--- src/rtl/npu_matadd_pkg.sv ---
// Shared types and sizes for the matrix-add scheduler and its round-robin arbiter.
// Operands are 4x4 bytes; results are 4x4 16-bit words, both packed row-major.
package npu_matadd_pkg;

    localparam int MAT_DIM      = 4;
    localparam int ELEM_W       = 8;
    localparam int RES_W        = 16;
    localparam int MAT_BITS_IN  = MAT_DIM * MAT_DIM * ELEM_W;
    localparam int MAT_BITS_OUT = MAT_DIM * MAT_DIM * RES_W;

    typedef enum logic [1:0] {
        IDLE,
        LAUNCH,
        WAIT,
        RESP
    } sched_state_t;

endpackage

--- src/rtl/rr_arbiter.sv ---
// Combinational round-robin pick: first asserted request at or after ptr, wrapping.
// Returns both a one-hot grant and the encoded winner index.
module rr_arbiter #(
    parameter int N = 4,
    localparam int IW = (N > 1) ? $clog2(N) : 1
) (
    input  logic [N-1:0]  req,
    input  logic [IW-1:0] ptr,
    output logic [N-1:0]  gnt,
    output logic [IW-1:0] idx
);

    // Scan from the farthest offset back to ptr so the nearest request wins last.
    always_comb begin
        gnt = '0;
        idx = '0;
        for (int k = N - 1; k >= 0; k--) begin
            if (req[(int'(ptr) + k) % N]) begin
                gnt                           = '0;
                gnt[(int'(ptr) + k) % N]      = 1'b1;
                idx                           = IW'((int'(ptr) + k) % N);
            end
        end
    end

endmodule

--- src/rtl/matadd_sched.sv ---
// Shares one 4x4 matrix-add engine among NUM_REQ requesters with round-robin arbitration.
// Tolerates a sticky engine done flag by ignoring it until ENG_LATENCY cycles have elapsed.
module matadd_sched
    import npu_matadd_pkg::*;
#(
    parameter int NUM_REQ     = 4,
    parameter int ENG_LATENCY = 22,
    parameter int TIMEOUT     = 64
) (
    input  logic                             clk,
    input  logic                             rst_n,
    input  logic [NUM_REQ-1:0]               req,
    input  logic [NUM_REQ*MAT_BITS_IN-1:0]   req_a,
    input  logic [NUM_REQ*MAT_BITS_IN-1:0]   req_b,
    output logic [NUM_REQ-1:0]               gnt,
    output logic [NUM_REQ-1:0]               rsp_valid,
    output logic                             rsp_err,
    output logic [MAT_BITS_OUT-1:0]          rsp_c,
    output logic                             busy,
    output logic                             eng_start,
    output logic [MAT_BITS_IN-1:0]           eng_a,
    output logic [MAT_BITS_IN-1:0]           eng_b,
    input  logic [MAT_BITS_OUT-1:0]          eng_c,
    input  logic                             eng_done
);

    localparam int IW = $clog2(NUM_REQ);
    localparam int CW = $clog2(TIMEOUT + 1);

    sched_state_t        state;
    logic [IW-1:0]       ptr;
    logic [IW-1:0]       win;
    logic [CW-1:0]       cnt;
    logic [NUM_REQ-1:0]  arb_gnt;
    logic [IW-1:0]       arb_idx;

    rr_arbiter #(
        .N(NUM_REQ)
    ) u_arb (
        .req (req),
        .ptr (ptr),
        .gnt (arb_gnt),
        .idx (arb_idx)
    );

    assign busy = (state != IDLE);

    always_comb begin
        eng_a = '0;
        eng_b = '0;
        if (|gnt) begin
            eng_a = req_a[int'(win) * MAT_BITS_IN +: MAT_BITS_IN];
            eng_b = req_b[int'(win) * MAT_BITS_IN +: MAT_BITS_IN];
        end
    end

    // rsp_err doubles as the job's error flag: set on timeout, cleared on leaving RESP.
    always_ff @(posedge clk or negedge rst_n) begin
        if (!rst_n) begin
            state     <= IDLE;
            gnt       <= '0;
            rsp_valid <= '0;
            rsp_err   <= 1'b0;
            rsp_c     <= '0;
            eng_start <= 1'b0;
            ptr       <= '0;
            win       <= '0;
            cnt       <= '0;
        end else begin
            case (state)
                IDLE: begin
                    if (|req) begin
                        win       <= arb_idx;
                        gnt       <= arb_gnt;
                        eng_start <= 1'b1;
                        cnt       <= '0;
                        state     <= LAUNCH;
                    end
                end
                LAUNCH: begin
                    eng_start <= 1'b0;
                    cnt       <= cnt + 1'b1;
                    state     <= WAIT;
                end
                WAIT: begin
                    if (cnt != '1) begin
                        cnt <= cnt + 1'b1;
                    end
                    if (cnt >= CW'(ENG_LATENCY) && eng_done) begin
                        rsp_c     <= eng_c;
                        rsp_valid <= NUM_REQ'(1) << win;
                        rsp_err   <= 1'b0;
                        state     <= RESP;
                    end else if (cnt == CW'(TIMEOUT)) begin
                        rsp_valid <= NUM_REQ'(1) << win;
                        rsp_err   <= 1'b1;
                        state     <= RESP;
                    end
                end
                RESP: begin
                    rsp_valid <= '0;
                    rsp_err   <= 1'b0;
                    gnt       <= '0;
                    ptr       <= (int'(win) == NUM_REQ - 1) ? '0 : win + 1'b1;
                    state     <= IDLE;
                end
                default: begin
                    state <= IDLE;
                end
            endcase
        end
    end

endmodule

--- config.mk ---
export PLATFORM = sky130hd
export DESIGN_NAME = matadd_sched
export DESIGN_NICKNAME = d
export VERILOG_FILES = /design/src/rtl/npu_matadd_pkg.sv /design/src/rtl/rr_arbiter.sv /design/src/rtl/matadd_sched.sv
export SDC_FILE = /design/constraint.sdc
export NUM_CORES = 1
export LEC_CHECK = 0
export CORE_AREA = 2 2 703 705
export CTS_CLUSTER_SIZE = 12
export DETAILED_ROUTE_END_ITERATION = 8
export DIE_AREA = 0 0 705 707
export PLACE_DENSITY = 0.3
export SYNTH_ARGS = -nofsm -noshare
export SYNTH_HDL_FRONTEND = slang
export SYNTH_SLANG_ARGS = --single-unit
--- constraint.sdc ---
create_clock -name clk -period 2.8 [get_ports clk]
set_clock_uncertainty 0.05 [all_clocks]
set_input_delay 0.56 -clock clk [delete_from_list [all_inputs] [get_ports clk]]
set_output_delay 0.56 -clock clk [all_outputs]
set_load 0.02 [all_outputs]
==> impl_summary.log <==
INFO  metric grt.overflow.total = 0
INFO  metric setup_repair_after_global_routing_missed_its_margin = true
INFO  metric die_y = 707 µm
INFO  metric synth.yosys.warnings = 0
INFO  metric yosysMostFrequentCell = sky130_fd_sc_hd__dfrtp_1
INFO  metric routed-via-count = about 26,000
INFO  metric ir_drop = about 530 µV
INFO  metric routed_wire_length_per_instance = around 42 µm
INFO  metric critical_path.max_fanout = 7
INFO  metric yosys.area.top_type_share = 0.3642
INFO  metric cpMaxStageDelayCell = sky130_fd_sc_hd__mux4_2
INFO  metric post-route-period-util = 1.224
INFO  metric power_frac_seq = 0.112
INFO  metric grt_max_degree = 79
INFO  metric dieArea = around 500,000 µm²
INFO  metric syn_area = 19,170 µm²
INFO  metric top_level_ports = ~1,800
INFO  metric postRouteAntennaNets = 0
INFO  metric path_buf_inv = 5
INFO  metric area.growth.synth_to_final = 171.5%
INFO  metric grt_first_pass_wirelength = between 400,000 and 500,000 µm
INFO  metric synth-simple-area-share = 0.1021
INFO  metric cell_internal_pwr = around 25 mW
INFO  metric postSynth.topFlopCell = sky130_fd_sc_hd__dfrtp_1
INFO  metric ctsLongestPathBuffers = 3
INFO  metric die_x = between 700 and 800 µm
INFO  metric final_max_slew_viol_count = 0
INFO  metric report.final.setup_viol = ~260
INFO  metric pwr-share-comb = 0.769
INFO  metric synth_area_leaders = sky130_fd_sc_hd__dfrtp_1, sky130_fd_sc_hd__mux4_2, sky130_fd_sc_hd__mux2_1, sky130_fd_sc_hd__nor2b_1, sky130_fd_sc_hd__buf_6
INFO  metric cts_made_buffers = 41
INFO  metric post-synth-top-area-cell = sky130_fd_sc_hd__dfrtp_1
INFO  metric ys_seq_area_frac = 0.3642
INFO  metric first_pass_iters = 7
INFO  metric setup_tns = -117.93 ns
INFO  metric antenna_found_initial = 559
INFO  metric swShare = 0.4687
INFO  metric cts.htree.levels = 2
INFO  metric finalCriticalPeriod = approximately 3.4 ns
INFO  metric max-slew-margin-rel = 0.4271
INFO  metric placement.io_buffers = approximately 1,800
INFO  metric violations_in_the_final_reports = setup timing
INFO  metric critical_path.endpoint_type = output pin
INFO  metric initial_drc_count = around 2,200
INFO  metric synthesis.area_per_instance = about 14 µm²
INFO  metric crit_arrival = roughly 2.8 ns
INFO  metric fraction_of_final_layout_cells_with_drive_strength_greater_than_1 = 0.3248
INFO  metric synth-compound-area-share = 0.02193
INFO  metric grt_usage = 0.1596
INFO  metric routabilityCongestion = between 1 and 1.5
INFO  metric synth_register_bits = around 280
INFO  metric n_fill_cell = around 56,000
INFO  metric critical_path.top_delay_family = buffers and inverters
INFO  metric floorplan.core_area = 491,600 µm²
INFO  metric synthArstFlopShare = 1.000
INFO  metric final-seq-area = 6989 µm²
INFO  metric tritoncts = done
INFO  metric clk_lat_worst_skew = 0.61 ns
INFO  metric power.share.clock = 0.119
INFO  metric crit_path_frequent_cell = sky130_fd_sc_hd__buf_16
INFO  metric cp_cell_sequence = buf_16 -> buf_12 -> buf_16 -> buf_16 -> mux4_2 -> nor2b_4 -> buf_12
INFO  metric placement_rows = around 260
INFO  metric initial_utilization = 0.03899
INFO  metric worstMarginPinSlew = 0.8567 ns
INFO  metric final_util = 0.1059
INFO  metric clock_sink_count = roughly 280
INFO  metric detail_route.wirelength = roughly 420,000 µm
INFO  metric synth.net_count = around 2,600
INFO  metric clk_root_buffer_cell = sky130_fd_sc_hd__clkbuf_16
INFO  metric synth_mux_area_frac = 0.4588
INFO  metric p_leak = 18.68 nW
INFO  metric worst_setup_hold_path_clk_slew = 0.06 ns
INFO  metric cap_violations = 0
INFO  metric worst-setup-path-type = register to output pin
INFO  metric worst_path_largest_cell_delay = about 0.66 ns
INFO  metric power_per_cell_area = 894.0 nW/µm²
INFO  metric synth_cells = roughly 1,300
INFO  metric timing_hold_violations_final = 0
INFO  metric synth_enable_flop_cells = 0
INFO  metric synth_cell_types = 48
INFO  metric dp_hpwl = 385,500 µm
INFO  metric synth-adder-area-share = 0.01305
INFO  metric psw = around 22 mW
INFO  metric final_nets = around 4,600
INFO  metric yosys-top-cells-count = sky130_fd_sc_hd__dfrtp_1, sky130_fd_sc_hd__nor2b_1, sky130_fd_sc_hd__mux4_2
INFO  metric max_freq = 291.8 MHz
INFO  metric synth-xor-area-share = 0
INFO  metric hp-class = primary input to asynchronous set/reset pin
INFO  metric multiInputGateArea = roughly 13,000 µm²
INFO  metric timing.reg2reg.setup_slack = 0.50 ns
INFO  metric synth_top_family_by_area = multiplexers
INFO  metric routed_via_density = about 2.6
INFO  metric outcome = finished, violations left
INFO  metric worst_ep_required_time = about 2.2 ns
INFO  metric critPathLaunchType = register
INFO  metric finalWorstSetupSlack = -0.6270 ns
INFO  metric grt_pass1_vias = 24,770
INFO  metric detail_route.drc_violations = 0
[routing by layer]
layer | wire [µm] | GRT usage
met1 | 148700 | 0.1703
met2 | 195200 | 0.2721
met3 | 54590 | 0.08934
met4 | 16110 | 0.03882
met5 | 1663 | 0
[repair_timing]
item	in CTS	in global routing
cloned	12	9
endpoints found under the hold margin	45	0
setup endpoints to repair	257	257
gates resized for setup	639	545
buffers inserted	81	47
hold buffers	1	0
[final cells by class]
type | count | share of cell area
Timing Repair Buffer | 2080 | 0.4288
Multi-Input combinational cell | 923 | 0.2475
Tap cell | 6500 | 0.1563
Sequential cell | 279 | 0.1343
Clock buffer | 55 | 0.02207
Clock inverter | 14 | 0.005193
Antenna cell | 102 | 0.004904
Inverter | 14 | 0.001010
[registers in the layout, indices dropped and copies added, names as in the netlist]
register   flops
ptr            2
win            2
eng_start      1
state          2
cnt            7
rsp_err        1
rsp_c        256
rsp_valid      4
gnt            4
[power groups by stage]
stage,sequential (mW),combinational [mW],clock [mW]
finish,5.19,35.8,5.56
global route,5.29,37.2,5.95
CTS,5.21,33.9,5.77
detailed placement,5.28,29.9,0
global placement,5.27,30.1,0
floorplan,5.92,10.2,0
[worst reg2reg max path, cell delays in order (launching register included)]
cell and delay, ns:
sky130_fd_sc_hd__dfrtp_1 0.34, sky130_fd_sc_hd__inv_1 0.06, sky130_fd_sc_hd__ha_1 0.44, sky130_fd_sc_hd__mux4_2 0.44
sky130_fd_sc_hd__nor2b_4 0.14, sky130_fd_sc_hd__buf_4 0.14, sky130_fd_sc_hd__nor2_1 0.05, sky130_fd_sc_hd__o311ai_1 0.40
sky130_fd_sc_hd__buf_4 0.19
[path summary, 6_finish.rpt]
check                           from          to  depth (start not counted)
max                           win[0]    eng_a[6]                          7
min reg2reg                rsp_c[61]   rsp_c[61]                          1
min in group clk           rsp_c[61]   rsp_c[61]                          1
max in group asynchronous      rst_n  rsp_c[255]                          3
min                            rst_n   rsp_c[86]                          2
max reg2reg                   ptr[0]      win[0]                          8
[logic make-up (layout without fill, tap and decap cells)]
group | count (synthesis) | in the layout
fa+ha+maj | 20 | 20
flops | 279 | 279
compound gates | 59 | 59
other cells | 0 | 102
mux | 522 | 522
buf+inv | 139 | 2163
simple gates | 322 | 322
[layout by cell type (no fill, tap or decap), types with 4 or more instances in the layout]
| cell type | Yosys | layout |
|---|---|---|
| sky130_fd_sc_hd__buf_8 | 0 | 24 |
| sky130_fd_sc_hd__nand3_1 | 7 | 7 |
| sky130_fd_sc_hd__buf_16 | 0 | 20 |
| sky130_fd_sc_hd__mux2_2 | 18 | 18 |
| sky130_fd_sc_hd__clkbuf_16 | 0 | 48 |
| sky130_fd_sc_hd__dlymetal6s2s_1 | 0 | 4 |
| sky130_fd_sc_hd__ha_1 | 20 | 20 |
| sky130_fd_sc_hd__nor2b_4 | 1 | 191 |
| sky130_fd_sc_hd__nand2_1 | 19 | 18 |
| sky130_fd_sc_hd__a21oi_1 | 8 | 8 |
| sky130_fd_sc_hd__buf_12 | 0 | 111 |
| sky130_fd_sc_hd__dfrtp_1 | 279 | 277 |
| sky130_fd_sc_hd__o31ai_1 | 5 | 5 |
| sky130_fd_sc_hd__nor2_1 | 10 | 10 |
| sky130_fd_sc_hd__nor2b_1 | 261 | 64 |
| sky130_fd_sc_hd__clkdlybuf4s50_1 | 0 | 1525 |
| sky130_fd_sc_hd__diode_2 | 0 | 102 |
| sky130_fd_sc_hd__mux2_1 | 245 | 245 |
| sky130_fd_sc_hd__o21ai_0 | 11 | 11 |
| sky130_fd_sc_hd__clkbuf_1 | 52 | 7 |
| sky130_fd_sc_hd__inv_1 | 14 | 14 |
| sky130_fd_sc_hd__and2_1 | 4 | 4 |
| sky130_fd_sc_hd__clkbuf_2 | 0 | 11 |
| sky130_fd_sc_hd__clkbuf_8 | 0 | 7 |
| sky130_fd_sc_hd__buf_2 | 34 | 12 |
| sky130_fd_sc_hd__bufinv_16 | 0 | 5 |
| sky130_fd_sc_hd__a211oi_1 | 4 | 4 |
| sky130_fd_sc_hd__buf_6 | 25 | 206 |
| sky130_fd_sc_hd__buf_4 | 4 | 155 |
| sky130_fd_sc_hd__mux4_2 | 259 | 259 |
| sky130_fd_sc_hd__nor2b_2 | 0 | 7 |
[through the flow]
step                      instances  setup slack, ns  instance area, µm²  hold WS, ns  total power [mW]
after global routing           9916          -0.7007               51920       0.4371             48.41
final                          9967          -0.6270               52050       0.4247             46.53
after detailed placement       9683          -0.8216               46600       0.4299             35.14
after global placement         9683          -0.9227               46600       0.4270             35.41
after floorplan                1341           0.4312               19170       0.2144             16.08
after CTS                      9837          -0.8257               50350       0.4240             44.93
(Power assumes the default switching activity.)
